File: src/rtl/pixel_enh_ctrl.sv
// pixel_enh_ctrl
//   Streams one frame of IMG_W*IMG_H pixels from a source memory, through a
//   fixed-latency enhancement pipeline, into a destination memory.
//
//   Pipeline (t = cycle in which a read is issued):
//     t    rd_en / rd_addr
//     t+1  rd_data returned by the source memory
//     t+2  proc_valid / proc_pixel (registered rd_data)
//     t+3  proc_result returned by the negative-transform unit
//     t+4  wr_en / wr_addr / wr_data
//   The latency is the same in every mode, so the write order always matches
//   the read order.
//
//   Modes (latched when a frame starts):
//     00/11 bypass, 01 negative (external unit), 10 threshold.
//
// Ports
//   clk, reset (async, active low)
//   start, abort, pause, mode[1:0], thresh       control inputs
//   rd_en, rd_addr, rd_data                      source memory port
//   proc_valid, proc_pixel, proc_result          transform unit port
//   wr_en, wr_addr, wr_data                      destination memory port
//   busy, done                                   status
//   checksum[15:0]                               only with PIXEL_ENH_CHECKSUM_EN
//
// Optional feature macro: PIXEL_ENH_CHECKSUM_EN
//   Adds a modulo-2^16 sum of all wr_data written in the current frame.

module pixel_enh_ctrl #(
  parameter int DATA_WIDTH = 8,
  parameter int IMG_W      = 256,
  parameter int IMG_H      = 256,
  parameter int ADDR_WIDTH = 16
) (
  input  logic                  clk,
  input  logic                  reset,
  input  logic                  start,
  input  logic                  abort,
  input  logic                  pause,
  input  logic [1:0]            mode,
  input  logic [DATA_WIDTH-1:0] thresh,
  output logic                  rd_en,
  output logic [ADDR_WIDTH-1:0] rd_addr,
  input  logic [DATA_WIDTH-1:0] rd_data,
  output logic                  proc_valid,
  output logic [DATA_WIDTH-1:0] proc_pixel,
  input  logic [DATA_WIDTH-1:0] proc_result,
  output logic                  wr_en,
  output logic [ADDR_WIDTH-1:0] wr_addr,
  output logic [DATA_WIDTH-1:0] wr_data,
  output logic                  busy,
`ifdef PIXEL_ENH_CHECKSUM_EN
  output logic [15:0]           checksum,
`endif
  output logic                  done
);

  localparam logic [ADDR_WIDTH-1:0] LAST_ADDR = ADDR_WIDTH'(IMG_W * IMG_H - 1);

  typedef enum logic [1:0] {
    S_IDLE  = 2'd0,
    S_RUN   = 2'd1,
    S_DRAIN = 2'd2,
    S_DONE  = 2'd3
  } state_t;

  state_t state_reg, state_next;

  logic [ADDR_WIDTH-1:0] rd_cnt_reg;
  logic [ADDR_WIDTH-1:0] wr_cnt_reg;
  logic [1:0]            mode_reg;
  logic [DATA_WIDTH-1:0] thresh_reg;

  // Per-stage valid flags; stage k holds a pixel read k cycles ago.
  logic                  v1_reg, v2_reg, v3_reg, v4_reg;
  logic [DATA_WIDTH-1:0] pix2_reg;   // drives proc_pixel
  logic [DATA_WIDTH-1:0] pix3_reg;   // raw pixel aligned with proc_result
  logic [DATA_WIDTH-1:0] wdata_reg;

  logic start_ok;
  logic abort_ok;
  logic clear_cnt;

  // A start that arrives together with abort is dropped.
  assign start_ok  = (state_reg == S_IDLE) && start && !abort;
  assign abort_ok  = abort && ((state_reg == S_RUN) || (state_reg == S_DRAIN));
  // Counters sit at zero whenever no frame is in progress.
  assign clear_cnt = abort_ok || (state_reg == S_IDLE) || (state_reg == S_DONE);

  assign rd_addr    = rd_cnt_reg;
  assign wr_addr    = wr_cnt_reg;
  assign proc_valid = v2_reg;
  assign proc_pixel = pix2_reg;
  assign wr_en      = v4_reg;
  assign wr_data    = wdata_reg;

  // ---------------------------------------------------------------- FSM
  always_ff @(posedge clk or negedge reset) begin
    if (!reset) begin
      state_reg <= S_IDLE;
    end else begin
      state_reg <= state_next;
    end
  end

  always_comb begin
    state_next = state_reg;
    rd_en      = 1'b0;
    busy       = 1'b0;
    done       = 1'b0;
    case (state_reg)
      S_IDLE: begin
        if (start_ok) state_next = S_RUN;
      end
      S_RUN: begin
        busy  = 1'b1;
        rd_en = !pause;
        if (abort) begin
          state_next = S_IDLE;
        end else if (!pause && (rd_cnt_reg == LAST_ADDR)) begin
          state_next = S_DRAIN;
        end
      end
      S_DRAIN: begin
        busy = 1'b1;
        if (abort) begin
          state_next = S_IDLE;
        end else if (v4_reg && (wr_cnt_reg == LAST_ADDR)) begin
          state_next = S_DONE;
        end
      end
      S_DONE: begin
        done       = 1'b1;
        state_next = S_IDLE;
      end
      default: state_next = S_IDLE;
    endcase
  end

  // ------------------------------------------------------ frame settings
  always_ff @(posedge clk or negedge reset) begin
    if (!reset) begin
      mode_reg   <= 2'b00;
      thresh_reg <= '0;
    end else if (start_ok) begin
      mode_reg   <= mode;
      thresh_reg <= thresh;
    end
  end

  // ------------------------------------------------------------ counters
  // Counters saturate at the last address so they can never wrap in a frame.
  always_ff @(posedge clk or negedge reset) begin
    if (!reset) begin
      rd_cnt_reg <= '0;
      wr_cnt_reg <= '0;
    end else if (clear_cnt) begin
      rd_cnt_reg <= '0;
      wr_cnt_reg <= '0;
    end else begin
      if (rd_en && (rd_cnt_reg != LAST_ADDR)) rd_cnt_reg <= rd_cnt_reg + 1'b1;
      if (v4_reg && (wr_cnt_reg != LAST_ADDR)) wr_cnt_reg <= wr_cnt_reg + 1'b1;
    end
  end

  // ------------------------------------------------------------ pipeline
  always_ff @(posedge clk or negedge reset) begin
    if (!reset) begin
      v1_reg <= 1'b0;
      v2_reg <= 1'b0;
      v3_reg <= 1'b0;
      v4_reg <= 1'b0;
    end else if (abort_ok) begin
      v1_reg <= 1'b0;
      v2_reg <= 1'b0;
      v3_reg <= 1'b0;
      v4_reg <= 1'b0;
    end else begin
      v1_reg <= rd_en;
      v2_reg <= v1_reg;
      v3_reg <= v2_reg;
      v4_reg <= v3_reg;
    end
  end

  // Data registers only load on a valid stage so stale or unknown memory
  // outputs never reach the ports.
  always_ff @(posedge clk or negedge reset) begin
    if (!reset) begin
      pix2_reg  <= '0;
      pix3_reg  <= '0;
      wdata_reg <= '0;
    end else begin
      if (v1_reg) pix2_reg <= rd_data;
      if (v2_reg) pix3_reg <= pix2_reg;
      if (v3_reg) begin
        case (mode_reg)
          2'b01:   wdata_reg <= proc_result;
          2'b10:   wdata_reg <= (pix3_reg >= thresh_reg) ? {DATA_WIDTH{1'b1}}
                                                         : {DATA_WIDTH{1'b0}};
          default: wdata_reg <= pix3_reg;
        endcase
      end
    end
  end

`ifdef PIXEL_ENH_CHECKSUM_EN
  // ------------------------------------------------------------ checksum
  // Cleared when a frame is accepted; no writes occur after done, so the
  // value stays put until the next accepted start.
  logic [15:0] checksum_reg;

  always_ff @(posedge clk or negedge reset) begin
    if (!reset) begin
      checksum_reg <= 16'd0;
    end else if (start_ok) begin
      checksum_reg <= 16'd0;
    end else if (v4_reg) begin
      checksum_reg <= checksum_reg + 16'(wdata_reg);
    end
  end

  assign checksum = checksum_reg;
`endif

endmodule
File: config.mk
export PLATFORM = sky130hd
export DESIGN_NAME = pixel_enh_ctrl
export DESIGN_NICKNAME = d
export VERILOG_FILES = /design/src/rtl/pixel_enh_ctrl.sv
export SDC_FILE = /design/constraint.sdc
export NUM_CORES = 1
export LEC_CHECK = 0
export BUFFER_PORTS_ARGS = -buffer_cell sky130_fd_sc_hd__buf_2
export CAP_MARGIN = 20
export CORE_UTILIZATION = 40
export DETAILED_ROUTE_END_ITERATION = 8
export GPL_TIMING_DRIVEN = 0
export PLACE_DENSITY = 0.76
export SYNTH_ARGS = -nofsm -noshare
export SYNTH_HDL_FRONTEND = slang
export SYNTH_SLANG_ARGS = --single-unit
File: constraint.sdc
create_clock -name clk -period 1.75 [get_ports clk]
set_input_delay 0.525 -clock clk [delete_from_list [all_inputs] [get_ports clk]]
set_output_delay 0.525 -clock clk [all_outputs]
set_load 0.02 [all_outputs]
; After elaboration in Yosys (flattened, before gate mapping)
; Index checks and enable logic that the tools add are counted.
[word_totals]
output_inout_bits = 53
latchBits = 0
wordCells = 63
input_bits = 31
mem_bits_ro = 0
ramBits = 0
ff_bits = 72
memories = 0
[classes]
multipliers = 0
div_mod_pow = 0
addsub = 2
n_reduce_logical = 17
muxes = 19
shift = 0
bitwise = 0
n_eq_ne = 12
magnitude_cmp = 1
[ops]
columns = operator, n
row1 = 16-bit 2-to-1 mux, 4
row2 = "16-bit by 1-bit adder with 16-bit output, second input constant", 2
row3 = "16-bit equality test, second input constant", 2
row4 = "16-bit inequality test, second input constant", 2
row5 = 8-bit one-hot mux with 2 select lines, 1
row6 = 2-bit 2-to-1 mux, 5
row7 = 8-bit greater-or-equal comparator, 1
row8 = 8-bit 2-to-1 mux, 1
row9 = 2-bit one-hot mux with 4 select lines, 1
row10 = 1-bit logical AND, 7
row11 = 1-bit 2-to-1 mux, 7
row12 = "2-bit equality test, second input constant", 3
row13 = "3-bit by 2-bit inequality test with 1-bit output, second input constant", 2
row14 = "2-bit by 1-bit equality test with 1-bit output, second input constant", 2
row15 = 2-bit nonzero test, 2
row16 = 1-bit logical OR, 3
row17 = 3-bit AND reduction, 1
row18 = 1-bit logical NOT, 2
row19 = 2-bit logical NOT, 1
row20 = "2-bit inequality test, second input constant", 1
row21 = 2-bit OR reduction, 1

; Logic depth before layout (Yosys ltp)
; Gate-level depths: netlist of the first run.
[depth]
word_depth = 6
depth_mapped = 8
mapped_depth_nobuf = 8

; Worst setup path after synthesis of the first run
; No wires, ideal clock.
[synth_timing]
kind = register to register
startpoint = register rd_cnt_reg[0], in the netlist rd_addr[0]
endpoint = register rd_cnt_reg[14], in the netlist rd_addr[14]
synth_period_minus_slack_ns = 1.960
setup_slack_ns = -0.210
path_buffers = 0
t_required_ns = 1.618
setup_ns = 0.132
stages_incl_launch_ff = 7
arrival_time_ns = 1.828
cell_sequence = dfrtp_1 -> ha_1 -> nand3_2 -> or4_4 -> nor4_2 -> xnor2_1 -> nor2_1
[synth_via]
elab_chain_len = 3
[synth_rtl]
columns = item, line
row1 = start: declaration, 69  ; logic [ADDR_WIDTH-1:0] rd_cnt_reg;
row2 = start signal: assignment, 161  ; if (rd_en && (rd_cnt_reg != LAST_ADDR)) rd_cnt_reg <= rd_cnt_reg + 1'b1;
row3 = 16-bit by 1-bit adder with 16-bit output or 16-bit inequality test (tied branches), 161
row4 = 16-bit 2-to-1 mux or 1-bit logical AND (tied branches), 161
row5 = 16-bit 2-to-1 mux or 2-bit nonzero test (tied branches), n/a
; Parallel ways exist; a longest one is shown, timed or not. The select of a mux whose other input is x is not followed.
; A chain may end at the register's enable or synchronous reset.

; Worst setup path after layout of the first run
[layout_timing]
startpoint = register pix3_reg[0]
endpoint = register wdata_reg[2], in the netlist wr_data[2]
[layout_via]
elab_chain_len = 3
[layout_rtl]
columns = item, line
row1 = start: declaration, 77  ; logic [DATA_WIDTH-1:0] pix3_reg;
row2 = start signal: assignment, 195  ; if (v2_reg) pix3_reg <= pix2_reg;
row3 = 8-bit greater-or-equal comparator, 199  ; 2'b10: wdata_reg <= (pix3_reg >= thresh_reg) ? {DATA_WIDTH{1'b1}}
row4 = 8-bit 2-to-1 mux, 199
row5 = 8-bit one-hot mux with 2 select lines, 197  ; case (mode_reg)
row6 = end signal: assignment, 198  ; 2'b01: wdata_reg <= proc_result;
row7 = end signal: assignment, 199
row8 = end signal: assignment, 201  ; default: wdata_reg <= pix3_reg;
row9 = end: declaration, 78  ; logic [DATA_WIDTH-1:0] wdata_reg;
; Every way passes these cells.

==> results of run 1 <==
-- area by class of cell --
cell class	instances	share of cell area (%)
Tap cell	108	2.675
Buffer	10	0.8172
Inverter	20	1.535
Timing Repair Buffer	118	14.69
Multi-Input combinational cell	240	39.57
Clock inverter	7	2.377
Sequential cell	72	35.88
Clock buffer	9	2.452
-- power by group --
group          switching (uW)  internal (uW)
logic                    1900           1610
clock network             688            949
registers                 377           2150
-- stage by stage --
step / setup TNS, ns / hold WS (ns) / power [uW] / util [%] / instance area (um^2)
2_1_floorplan: -0.6406 / 0.2294 / 4486 / - / 3725
3_3_place_gp: -24.20 / 0.4899 / 5246 / 48.79 / 4275
3_5_place_dp: -6.362 / 0.4982 / 5360 / 49.13 / 4305
4_1_cts: -2.031 / 0.1857 / 7465 / 54.93 / 4813
5_1_grt: -3.877 / 0.1998 / 8147 / 57.65 / 5052
6_report: -2.349 / 0.1673 / 7666 / 57.65 / 5052
-- worst paths after layout --
path,startpoint,end,slack (ns),depth (start not counted)
worst max register to register,pix3_reg[0],wr_data[2],-0.20,8
worst max-delay path,pix3_reg[0],wr_data[2],-0.20,8
max in group asynchronous,reset,rd_addr[10],1.27,2
worst min-delay path,reset,proc_pixel[4],0.17,2
min in group clk,thresh[4],thresh_reg[4],0.40,2
worst min register to register,proc_pixel[0],pix3_reg[0],0.52,2
-- critical path, stage by stage (launching register included) --
cell       delay, ns
dfrtp_1         0.38
inv_2           0.09
ha_4            0.20
nand2b_4        0.14
a2111oi_4       0.40
nor3_4          0.09
a2111oi_4       0.22
buf_6           0.19
a31oi_1         0.09
-- metal layers --
metal	routed length, um	share of wire [%]	GRT usage, %
met2	4763	50	32.11
met1	4264	45	26.60
met4	140	1.5	8.484
met3	393	4.1	3.813
met5	0	0	0
-- cell usage in the layout, fill, tap and decap left out, types with 2 or more instances in the layout --
cell       synthesis  routed
and4_1             3       2
xor2_1            12      12
nor3_4             0       4
nor4_4             0       3
and2_1             5       5
buf_6              0       9
nor3_1            10       6
clkinv_4           0       2
ha_4               0       6
nand2_1           23      22
clkbuf_2           0       2
nor2_1            36      34
a31oi_1            9       8
nand2b_1           3       2
inv_1             20      16
xnor2_1           15      15
nand3b_1           9       9
nor4_1             6       4
buf_2              0      80
dfrtp_2            0       9
dfrtp_1           72      63
o21ai_1            1       2
bufinv_16          0       3
inv_2              0       3
ha_1              16       9
mux2i_1            3       3
nand3_1           11      11
clkbuf_1          11       6
nand4_1            9       9
or3_1              3       2
clkbuf_8           0       9
nor2_4             0       2
o21ai_0           14      12
and3_1             5       4
a21oi_1            5       4
buf_4              0      29
a2111oi_4          1       2
mux2_2            25      25
-- timing repair --
| item | CTS | global route |
|---|---|---|
| setup buffers | 19 | 16 |
| setup endpoints to repair | 52 | 44 |
| pin swaps | 17 | 22 |
| gates resized for setup | 29 | 33 |
-- cells by family after synthesis --
logic type | Yosys count
buf+inv | 32
simple gates | 131
compound gates | 38
mux | 28
fa+ha+maj | 16
flops | 72
xor+xnor | 27
==> flow_summary.json, run 1 <==
{
  "ys_top_cells_by_area": "dfrtp_1 49%, mux2_2 7.7%, ha_1 5.5%",
  "tightest_slew_ns": 0.4991,
  "peakVddDrop_mv": 0.6234,
  "clk_latency_ns": 0.36,
  "rsz0062_at_grt": "true",
  "syn_to_final_growth_pct": 38.43,
  "finalHoldViolCount": 0,
  "synth-simple-area-share_pct": 19.40,
  "port_buffers": 83,
  "yosysWarnings": 0,
  "worstHoldPathType": "input pin to asynchronous set/reset pin",
  "slew_headroom_pct": 66.72,
  "min_period_ns": 1.949,
  "cts_max_level": 3,
  "synth-compound-area-share_pct": 7.439,
  "clkTransAtPathRegs_ns": 0.08,
  "synth_top_family_by_area": "simple AND/OR/NAND/NOR gates",
  "ys_seq_area_share_pct": 49.37,
  "grt_max_degree": 73,
  "fp.dieArea_um2": 9510,
  "syn_area_per_cell_um2": 10.61,
  "vias_per_cell": 5.224,
  "routabilityCongestion": 0.7998,
  "synth.top_cells.by_count": "72 x dfrtp_1, 36 x nor2_1, 25 x mux2_2",
  "cp_max_fo": 8,
  "track_usage_pct": 20.06,
  "synth_cell_types": 41,
  "n_fill_cell": 740,
  "synthMuxAreaShare_pct": 8.536,
  "hold_buffers": 0,
  "startpoint_type": "register",
  "critPathKind": "register to register",
  "setup_violations": 18,
  "powerDensity_nw_per_um2": 1517,
  "overflow": 0,
  "wl_mm": 9.561,
  "synth-async-reset-ratio_pct": 100.0,
  "yosysTopAreaCell": "dfrtp_1",
  "dp.cells": 536,
  "num-nets-final": 518,
  "row_count": 34,
  "synthDominantCellAreaShare_pct": 49.37,
  "fin_cells": 584,
  "crit_path_end_kind": "register",
  "drv_cap": 0,
  "num_io_pins": 84,
  "yosysMostFrequentCell": "dfrtp_1",
  "cts.sinks": 72,
  "wl_per_cell_um": 16.37,
  "synth-main-ff-cell": "dfrtp_1",
  "ys_ff_latch": 72,
  "multiInputGateArea_um2": 1999,
  "start_util_pct": 41.65,
  "cp.required_ns": 1.95,
  "status": "finished with violations",
  "cts-buffers-inserted": 9,
  "core_um2": 8763,
  "grt_pass1_wl_mm": 15.26,
  "finalClockSkew_ns": 0.01073,
  "synthAdderAreaFrac_pct": 5.485,
  "cp.arrival_ns": 2.15,
  "synthXorXnorAreaFrac_pct": 6.479,
  "setup_ws_ns": -0.1993,
  "drc_errors": 0,
  "die_height_um": 97.52,
  "slew_viol_final": 0,
  "die_w_um": 97.52,
  "drt_iter0_markers": 104,
  "grt_pass1_vias": 3128,
  "dp_hpwl_mm": 5.998,
  "fin_crit_sh_pct": 111.4,
  "clock_path_buffers": 2,
  "antenna_found_initial": 0,
  "layout-drive-gt1-share_pct": 43.91,
  "synth_edf_count": 0,
  "cts_tree": "built",
  "post-place-ws_ns": -0.3213,
  "root_buffer": "clkbuf_8",
  "regArea_um2": 1813,
  "violations": "setup timing",
  "syn-num-nets": 391,
  "first_pass_iters": 4,
  "leakage_uw": 0.002279,
  "vias": 3051,
  "netlist_area_um2": 3650,
  "num_antenna_cells": 0,
  "max_freq_mhz": 513.0,
  "synth_cells": 344,
  "ant_nets": 0
}
No activity file was read; power rests on OpenSTA's default activity.
==> run 2, diff against run 1 <==
PLACE_DENSITY = 0.73   (was 0.76)
clock period = 1.97 ns   (was 1.75 ns; I/O delays follow)
==> flow_summary.json, run 2 (synthesis gave the netlist of run 1 again) <==
{
  "grt_pass1_vias": 2903,
  "layout-drive-gt1-share_pct": 35.98,
  "drv_cap": 0,
  "multiInputGateArea_um2": 1881,
  "vias": 2937,
  "clock_path_buffers": 2,
  "dp_hpwl_mm": 5.979,
  "cts-buffers-inserted": 9,
  "finalClockSkew_ns": 0.009400,
  "grt_max_degree": 59,
  "slew_headroom_pct": 63.76,
  "startpoint_type": "register",
  "leakage_uw": 0.002151,
  "min_period_ns": 1.922,
  "cts_tree": "built",
  "overflow": 0,
  "die_w_um": 97.52,
  "num_antenna_cells": 0,
  "peakVddDrop_mv": 0.5475,
  "num-nets-final": 496,
  "port_buffers": 83,
  "track_usage_pct": 19.02,
  "tightest_slew_ns": 0.5435,
  "status": "complete, no violations",
  "drt_iter0_markers": 92,
  "fin_util_pct": 53.58,
  "row_count": 34,
  "post-place-ws_ns": -0.2287,
  "slew_viol_final": 0,
  "crit_path_end_kind": "register",
  "die_height_um": 97.52,
  "power.total_uw": 6423,
  "setup_violations": 0,
  "powerDensity_nw_per_um2": 1368,
  "critPathKind": "register to register",
  "placed_area_um2": 4230,
  "first_pass_iters": 4,
  "vias_per_cell": 5.235,
  "wl_per_cell_um": 15.18,
  "ant_nets": 0,
  "antenna_found_initial": 0,
  "grt_pass1_wl_mm": 14.48,
  "worstHoldPathType": "input pin to asynchronous set/reset pin",
  "n_fill_cell": 783,
  "cts_max_level": 3,
  "finalHoldViolCount": 0,
  "cp_max_fo": 8,
  "cts.sinks": 72,
  "rsz0062_at_grt": "true",
  "start_util_pct": 41.65,
  "clkTransAtPathRegs_ns": 0.08,
  "regArea_um2": 1804,
  "cp.arrival_ns": 2.11,
  "wl_mm": 8.516,
  "fp.dieArea_um2": 9510,
  "routabilityCongestion": 0.8574,
  "num_io_pins": 84,
  "hold_buffers": 0,
  "layout_commonest_cell": "buf_2",
  "max_freq_mhz": 520.4,
  "root_buffer": "clkbuf_8",
  "fin_crit_sh_pct": 97.55,
  "clk_latency_ns": 0.34,
  "stdcell_area_um2": 4696,
  "syn_to_final_growth_pct": 28.66,
  "cp.required_ns": 2.16,
  "final_cell_mix": "80 x buf_2, 70 x dfrtp_1, 36 x nor2_1",
  "core_um2": 8763,
  "hold-worst-slack_ns": 0.09839,
  "drc_errors": 0,
  "setup_ws_ns": 0.04835
}
## run 2: changes by cell type in the layout (fill, tap and decap cells not counted), moves of 3 or more
| cell | change |
|---|---|
| buf_6 | -8 |
| buf_4 | -15 |
| dfrtp_2 | -7 |
| nor3_4 | -3 |
| dfrtp_1 | +7 |
| clkbuf_1 | +3 |
## run 2: worst paths after layout
kind / slack [ns] / cells after the start / end / startpoint
max in group asynchronous: 1.31 / 2 / state_reg[0] / reset
min in group clk: 0.48 / 2 / proc_pixel[1] / rd_data[1]
min: 0.1 / 1 / thresh_reg[1] / reset
max: 0.05 / 7 / wr_data[5] / thresh_reg[0]
max reg2reg: 0.05 / 7 / wr_data[5] / thresh_reg[0]
min reg2reg: 0.52 / 1 / thresh_reg[6] / thresh_reg[6]
## run 2: layout make-up
type / instances / share of cell area (%)
Timing Repair Buffer: 96 / 11.59
Buffer: 10 / 0.7994
Clock buffer: 10 / 2.931
Multi-Input combinational cell: 240 / 40.05
Clock inverter: 5 / 1.732
Inverter: 20 / 1.599
Tap cell: 108 / 2.878
Sequential cell: 72 / 38.42
## run 2: power breakdown
group / switching [uW] / internal, uW / leakage, uW
sequential: 327 / 1910 / 0.000923
clock: 557 / 741 / 0.000108
combinational: 1620 / 1270 / 0.00112
## run 2: what timing repair did
action	CTS	global route
buffers inserted	4	8
resized for setup	17	13
endpoints found under the setup margin	12	33
pin swaps	5	8
gates cloned	0	0
## run 2: stage by stage
stage               std cells  setup TNS [ns]
floorplan                 344               0
global route              561         -0.2973
finish                    561               0
global placement          535          -11.31
CTS                       555               0
detailed placement        536          -1.912
## run 2: layer usage
metal  up-vias  track usage, %  part of all wire [%]
met5         -               0                     0
met4         0           5.204                  0.74
met3         6           4.748                   5.2
met2        77           30.18                    49
met1      1437           25.88                    45
li1       1417               -                     -
## run 2: worst max-delay path: stages, from the launching register on
cell and delay, ns:
dfrtp_1 0.39, ha_1 0.29, nand2b_4 0.15, a2111oi_4 0.35, nor3_4 0.09, a2111oi_4 0.22, buf_6 0.19, a31oi_1 0.09
